--- src/rtl/button_event.sv ---
// ---------------------------------------------------------------------------
// button_event
//
// Turns the debounced level of one button into single-cycle user events
// (press, release, long press, auto-repeat) plus a held level and a count
// of repeats since the last press. The input is already synchronized and
// debounced, so there is no synchronizer here.
//
// Parameters:
//   CNT_W          width of the hold-time counter
//   LONG_CYCLES    cycles from the press strobe to the long_press strobe (>= 2)
//   REPEAT_CYCLES  cycles between repeat strobes, and from long_press to the
//                  first repeat (>= 1)
//
// Ports:
//   clk          in   rising-edge clock
//   rst          in   synchronous reset, active-high
//   dbd          in   debounced button level, 1 = pressed
//   press        out  one-cycle strobe on an accepted press
//   release_evt  out  one-cycle strobe on release of an accepted press
//   long_press   out  one-cycle strobe after LONG_CYCLES of holding
//   repeat_evt   out  one-cycle strobe every REPEAT_CYCLES after long_press
//   held         out  high from the press cycle through the cycle before release
//   repeat_cnt   out  repeat strobes since the last press, saturating at 255
//
// "release" and "repeat" are reserved words in SystemVerilog, hence the
// _evt suffix on those two strobes.
// ---------------------------------------------------------------------------
module button_event #(
  parameter int CNT_W         = 26,
  parameter int LONG_CYCLES   = 50000000,
  parameter int REPEAT_CYCLES = 10000000
) (
  input  logic       clk,
  input  logic       rst,
  input  logic       dbd,
  output logic       press,
  output logic       release_evt,
  output logic       long_press,
  output logic       repeat_evt,
  output logic       held,
  output logic [7:0] repeat_cnt
);

  typedef enum logic [1:0] {
    S_IDLE   = 2'd0,
    S_HOLD   = 2'd1,
    S_REPEAT = 2'd2
  } state_t;

  // The press edge itself clears cnt, so the cycle carrying the press strobe
  // has cnt=0 and the edge that launches long_press sees cnt=LONG_CYCLES-1.
  // That lands long_press exactly LONG_CYCLES cycles after press. The same
  // reasoning gives REPEAT_CYCLES-1 for the repeat period.
  localparam logic [CNT_W-1:0] LONG_LAST   = CNT_W'(LONG_CYCLES - 1);
  localparam logic [CNT_W-1:0] REPEAT_LAST = CNT_W'(REPEAT_CYCLES - 1);

  state_t           state_q, state_d;
  logic [CNT_W-1:0] cnt_q, cnt_d;
  logic [7:0]       rcnt_q, rcnt_d;
  logic             dbd_q, dbd_d;
  logic             press_q, press_d;
  logic             release_q, release_d;
  logic             long_q, long_d;
  logic             rpt_q, rpt_d;
  logic             held_q, held_d;

  logic rise;
  logic fall;

  assign rise = dbd & ~dbd_q;
  assign fall = ~dbd & dbd_q;

  always_comb begin
    state_d   = state_q;
    cnt_d     = cnt_q;
    rcnt_d    = rcnt_q;
    held_d    = held_q;
    dbd_d     = dbd;
    press_d   = 1'b0;
    release_d = 1'b0;
    long_d    = 1'b0;
    rpt_d     = 1'b0;

    unique case (state_q)
      S_IDLE: begin
        // A fall here belongs to a press we never accepted; ignore it.
        if (rise) begin
          press_d = 1'b1;
          held_d  = 1'b1;
          cnt_d   = '0;
          rcnt_d  = 8'd0;
          state_d = S_HOLD;
        end
      end

      S_HOLD: begin
        // Release is tested first so it wins over a coincident long_press.
        if (fall) begin
          release_d = 1'b1;
          held_d    = 1'b0;
          cnt_d     = '0;
          state_d   = S_IDLE;
        end else if (cnt_q == LONG_LAST) begin
          long_d  = 1'b1;
          cnt_d   = '0;
          state_d = S_REPEAT;
        end else begin
          cnt_d = cnt_q + 1'b1;
        end
      end

      S_REPEAT: begin
        if (fall) begin
          release_d = 1'b1;
          held_d    = 1'b0;
          cnt_d     = '0;
          state_d   = S_IDLE;
        end else if (cnt_q == REPEAT_LAST) begin
          rpt_d  = 1'b1;
          cnt_d  = '0;
          rcnt_d = (rcnt_q == 8'hFF) ? rcnt_q : rcnt_q + 8'd1;
        end else begin
          cnt_d = cnt_q + 1'b1;
        end
      end

      default: begin
        state_d = S_IDLE;
        cnt_d   = '0;
        held_d  = 1'b0;
      end
    endcase
  end

  // Loading dbd_q from dbd during reset means a button held through reset
  // never looks like a rise; it has to be released and pressed again.
  always_ff @(posedge clk) begin
    if (rst) begin
      state_q   <= S_IDLE;
      cnt_q     <= '0;
      rcnt_q    <= 8'd0;
      dbd_q     <= dbd;
      press_q   <= 1'b0;
      release_q <= 1'b0;
      long_q    <= 1'b0;
      rpt_q     <= 1'b0;
      held_q    <= 1'b0;
    end else begin
      state_q   <= state_d;
      cnt_q     <= cnt_d;
      rcnt_q    <= rcnt_d;
      dbd_q     <= dbd_d;
      press_q   <= press_d;
      release_q <= release_d;
      long_q    <= long_d;
      rpt_q     <= rpt_d;
      held_q    <= held_d;
    end
  end

  assign press       = press_q;
  assign release_evt = release_q;
  assign long_press  = long_q;
  assign repeat_evt  = rpt_q;
  assign held        = held_q;
  assign repeat_cnt  = rcnt_q;

endmodule

--- config.mk ---
export PLATFORM = sky130hd
export DESIGN_NAME = button_event
export DESIGN_NICKNAME = d
export VERILOG_FILES = /design/src/rtl/button_event.sv
export SDC_FILE = /design/constraint.sdc
export NUM_CORES = 1
export LEC_CHECK = 0
export CELL_PAD_IN_SITES_DETAIL_PLACEMENT = 1
export CELL_PAD_IN_SITES_GLOBAL_PLACEMENT = 1
export CORE_UTILIZATION = 45
export DETAILED_ROUTE_END_ITERATION = 6
export GPL_ROUTABILITY_DRIVEN = 1
export PLACE_DENSITY = 0.9
export SYNTH_ARGS = -nofsm -noshare
export SYNTH_HDL_FRONTEND = slang
export SYNTH_SLANG_ARGS = --single-unit
--- constraint.sdc ---
create_clock -name clk -period 6.9 [get_ports clk]
set_input_delay 1.38 -clock clk [delete_from_list [all_inputs] [get_ports clk]]
set_output_delay 1.38 -clock clk [all_outputs]
set_load 0.01 [all_outputs]
==> results.ini <==
[timing]
layout_min_cycle_time_ps=3270
rsz0062_at_grt=false
fin_setup_tns_ps=0
finalClockSkew_ps=6.57
fmax_mhz=305
hold_violations=0
worstMarginPinSlew_ps=947
finalCritPeriodShare_pct=47.5
finalSetupViolations=0
slew_headroom_pct=36.6
drv_slew=0
holdWs_ps=512

[setup_path]
required_ps=7060
worstPathMaxFanout=18
start_kind=input pin
max_stage_delay_ps=750
cp_common_cell=nor2_1
slowest_stage=o31ai_4
worstPathArrival_ps=3440
crit_type=input pin to flop
end_kind=flop
crit_chain=clkdlybuf4s50_1, nor2b_1, nor2_1, o31ai_4, nor2_1

[finish]
final_common_cell=dfxtp_1
drive_gt1_share_pct=6.16
area_growth_pct=13.8
fill_cells=571
antenna_cells=0
num-nets-final=283
final_cell_mix=42 x dfxtp_1, 28 x nor2_1, 26 x nand2_1, 17 x nand3_1, 16 x a21oi_1
stdcell_area_sq_mm=0.00251

[synth]
synth-edff-count=0
yosys_warnings=0
avgSynthCellArea_sq_um=8.42
syn_nets=270
synth_area_sq_mm=0.00221
synth_cells=262
ys_ff_latch=42
synth.distinct_cells=44
synthFlopType=dfxtp_1
ys_seq_area_share_pct=38.1
synthArstFlopShare_pct=0

[power_and_ir_drop]
p_int_mw=0.387
p_leak_nw=0.818
p_clk_share_pct=36.1
powerDensity_mw_per_mm2=222
p_comb_share_pct=18.5
swShare_pct=30.7
irDropWorstVdd_v=0.0000916
power_frac_seq_pct=45.5
switchingPower_mw=0.171

[floorplan]
core_area_sq_mm=0.00472
die_h_um=72.0
start_util_pct=46.7
io_pins=16
rows=25
dieArea_sq_mm=0.00519
die_x_um=72.0

[drt]
via_count=2046
first_pass_iters=6
drtAntennaViolNets=0
drt_iter0_markers=88
routedWlPerCell_um=16.7
wl_mm=5.73
routed_via_density=5.97
drc=2

[run]
drv_cap=0

[cts]
htree_levels=2
cts_root_buf=clkbuf_8
post_cts_buffers=0
worstSkewPairLatency_ps=300
cts.clk_slew.worst_paths_ps=90
cts_tree=done
ctsHoldBuffers=0
cts_resized=0
cts_made_buffers=5
cts.sinks=42
clock_path_buffers=2

[status]
failed_checks=DRC
status=finished, violations left

[global_route]
grt.overflow.total=0
antenna_found_initial=0
grt_pass1_wl_mm=9.34
grt_max_degree=22
grt_usage_pct=23.5
grt_pass1_vias=1942

[place]
globalplace.congestion=0.785
buffer_ports.inserted=15
post_dp_cell_area_sq_mm=0.00240
hpwl_mm=3.96

[min_path]
hold_path.class=flop to flop

-- power groups by stage --
stage	Clock (mW)	Combinational, mW	Sequential [mW]
2_1_floorplan	0	0.0746	0.259
3_3_place_gp	0	0.0965	0.259
3_5_place_dp	0	0.102	0.260
4_1_cts	0.204	0.104	0.254
5_1_grt	0.216	0.114	0.255
6_report	0.201	0.103	0.254
-- path summary, 6_finish.rpt --
path	from	end	slack (ps)	cells past startpoint
min reg2reg	held	held	510	2
min	held	held	510	2
max	dbd	cnt_q[23]	3630	5
max reg2reg	cnt_q[12]	cnt_q[23]	4080	5
-- cell usage after synthesis (3+ instances only) --
master / count / share of area, %
nor3_1: 9 / 2.0
nand2_1: 26 / 4.4
and3_1: 7 / 2.0
or3_1: 3 / 0.85
dfxtp_1: 42 / 38
xnor2_1: 15 / 6.0
nor4_1: 5 / 1.4
and4_1: 5 / 2.0
a31oi_1: 3 / 0.85
xor2_1: 3 / 1.2
o2111ai_1: 4 / 1.6
nand3_1: 17 / 3.9
clkbuf_1: 7 / 1.2
a21oi_1: 16 / 3.6
nor2_1: 28 / 4.8
a2111o_1: 4 / 2.0
o211ai_1: 5 / 1.7
ha_1: 5 / 2.8
a311oi_1: 3 / 1.2
o22ai_1: 3 / 0.85
nand2b_1: 4 / 1.1
inv_1: 10 / 1.7
o21ai_0: 6 / 1.4
nor2b_1: 3 / 0.85
nand4_1: 3 / 0.85
-- final cells by class --
type / instances / area [sq um] / area share [%]
clock inverters: 3 / 43.8 / 1.74
clock buffers: 5 / 68.8 / 2.74
inverters: 10 / 37.5 / 1.49
repair buffers: 15 / 150 / 5.98
flip-flops and latches: 42 / 841 / 33.5
multi-input cells: 201 / 1290 / 51.2
well taps: 67 / 83.8 / 3.34
-- per-stage QoR --
stage / power (mW) / std cells / util, % / setup WS (ps)
6_report: 0.559 / 343 / 53.2 / 3630
2_1_floorplan: 0.334 / 262 / - / 4270
4_1_cts: 0.562 / 343 / 53.2 / 3610
3_5_place_dp: 0.362 / 335 / 50.8 / 3370
5_1_grt: 0.585 / 343 / 53.2 / 3510
3_3_place_gp: 0.355 / 335 / 50.8 / 3480
-- state kept, by name, indices dropped and copies added, names as in the netlist --
signal,count
repeat_cnt,8
state_q,2
long_press,1
cnt_q,26
held,1
dbd_q,1
repeat_evt,1
release_evt,1
press,1
-- cells by family (layout without fill, tap and decap cells) --
logic type                 after synthesis  count (layout)  synth area share [%]
AOI/OAI and AO/OA                       53              53                  17.3
xor gates and xnor gates                18              18                  7.14
adders and majority gates                5               5                  2.83
DFF                                     42              42                  38.1
buffers and inverters                   19              33                  3.57
and+or+nand+nor                        125             125                  31.0
-- metal layers --
layer,track usage [%],wire (um),vias up
li1,-,-,986
met1,29.7,2730,1029
met2,39.7,2800,25
met3,5.00,139,6
met4,8.06,65,0
met5,0,0,-
-- worst max-delay path: cells and delay by family --
kind / cells / cell delay (ps)
buffers and inverters: 1 / 510
AOI/OAI and AO/OA: 1 / 750
and+or+nand+nor: 3 / 780
Power figures use the tool's default switching activity.
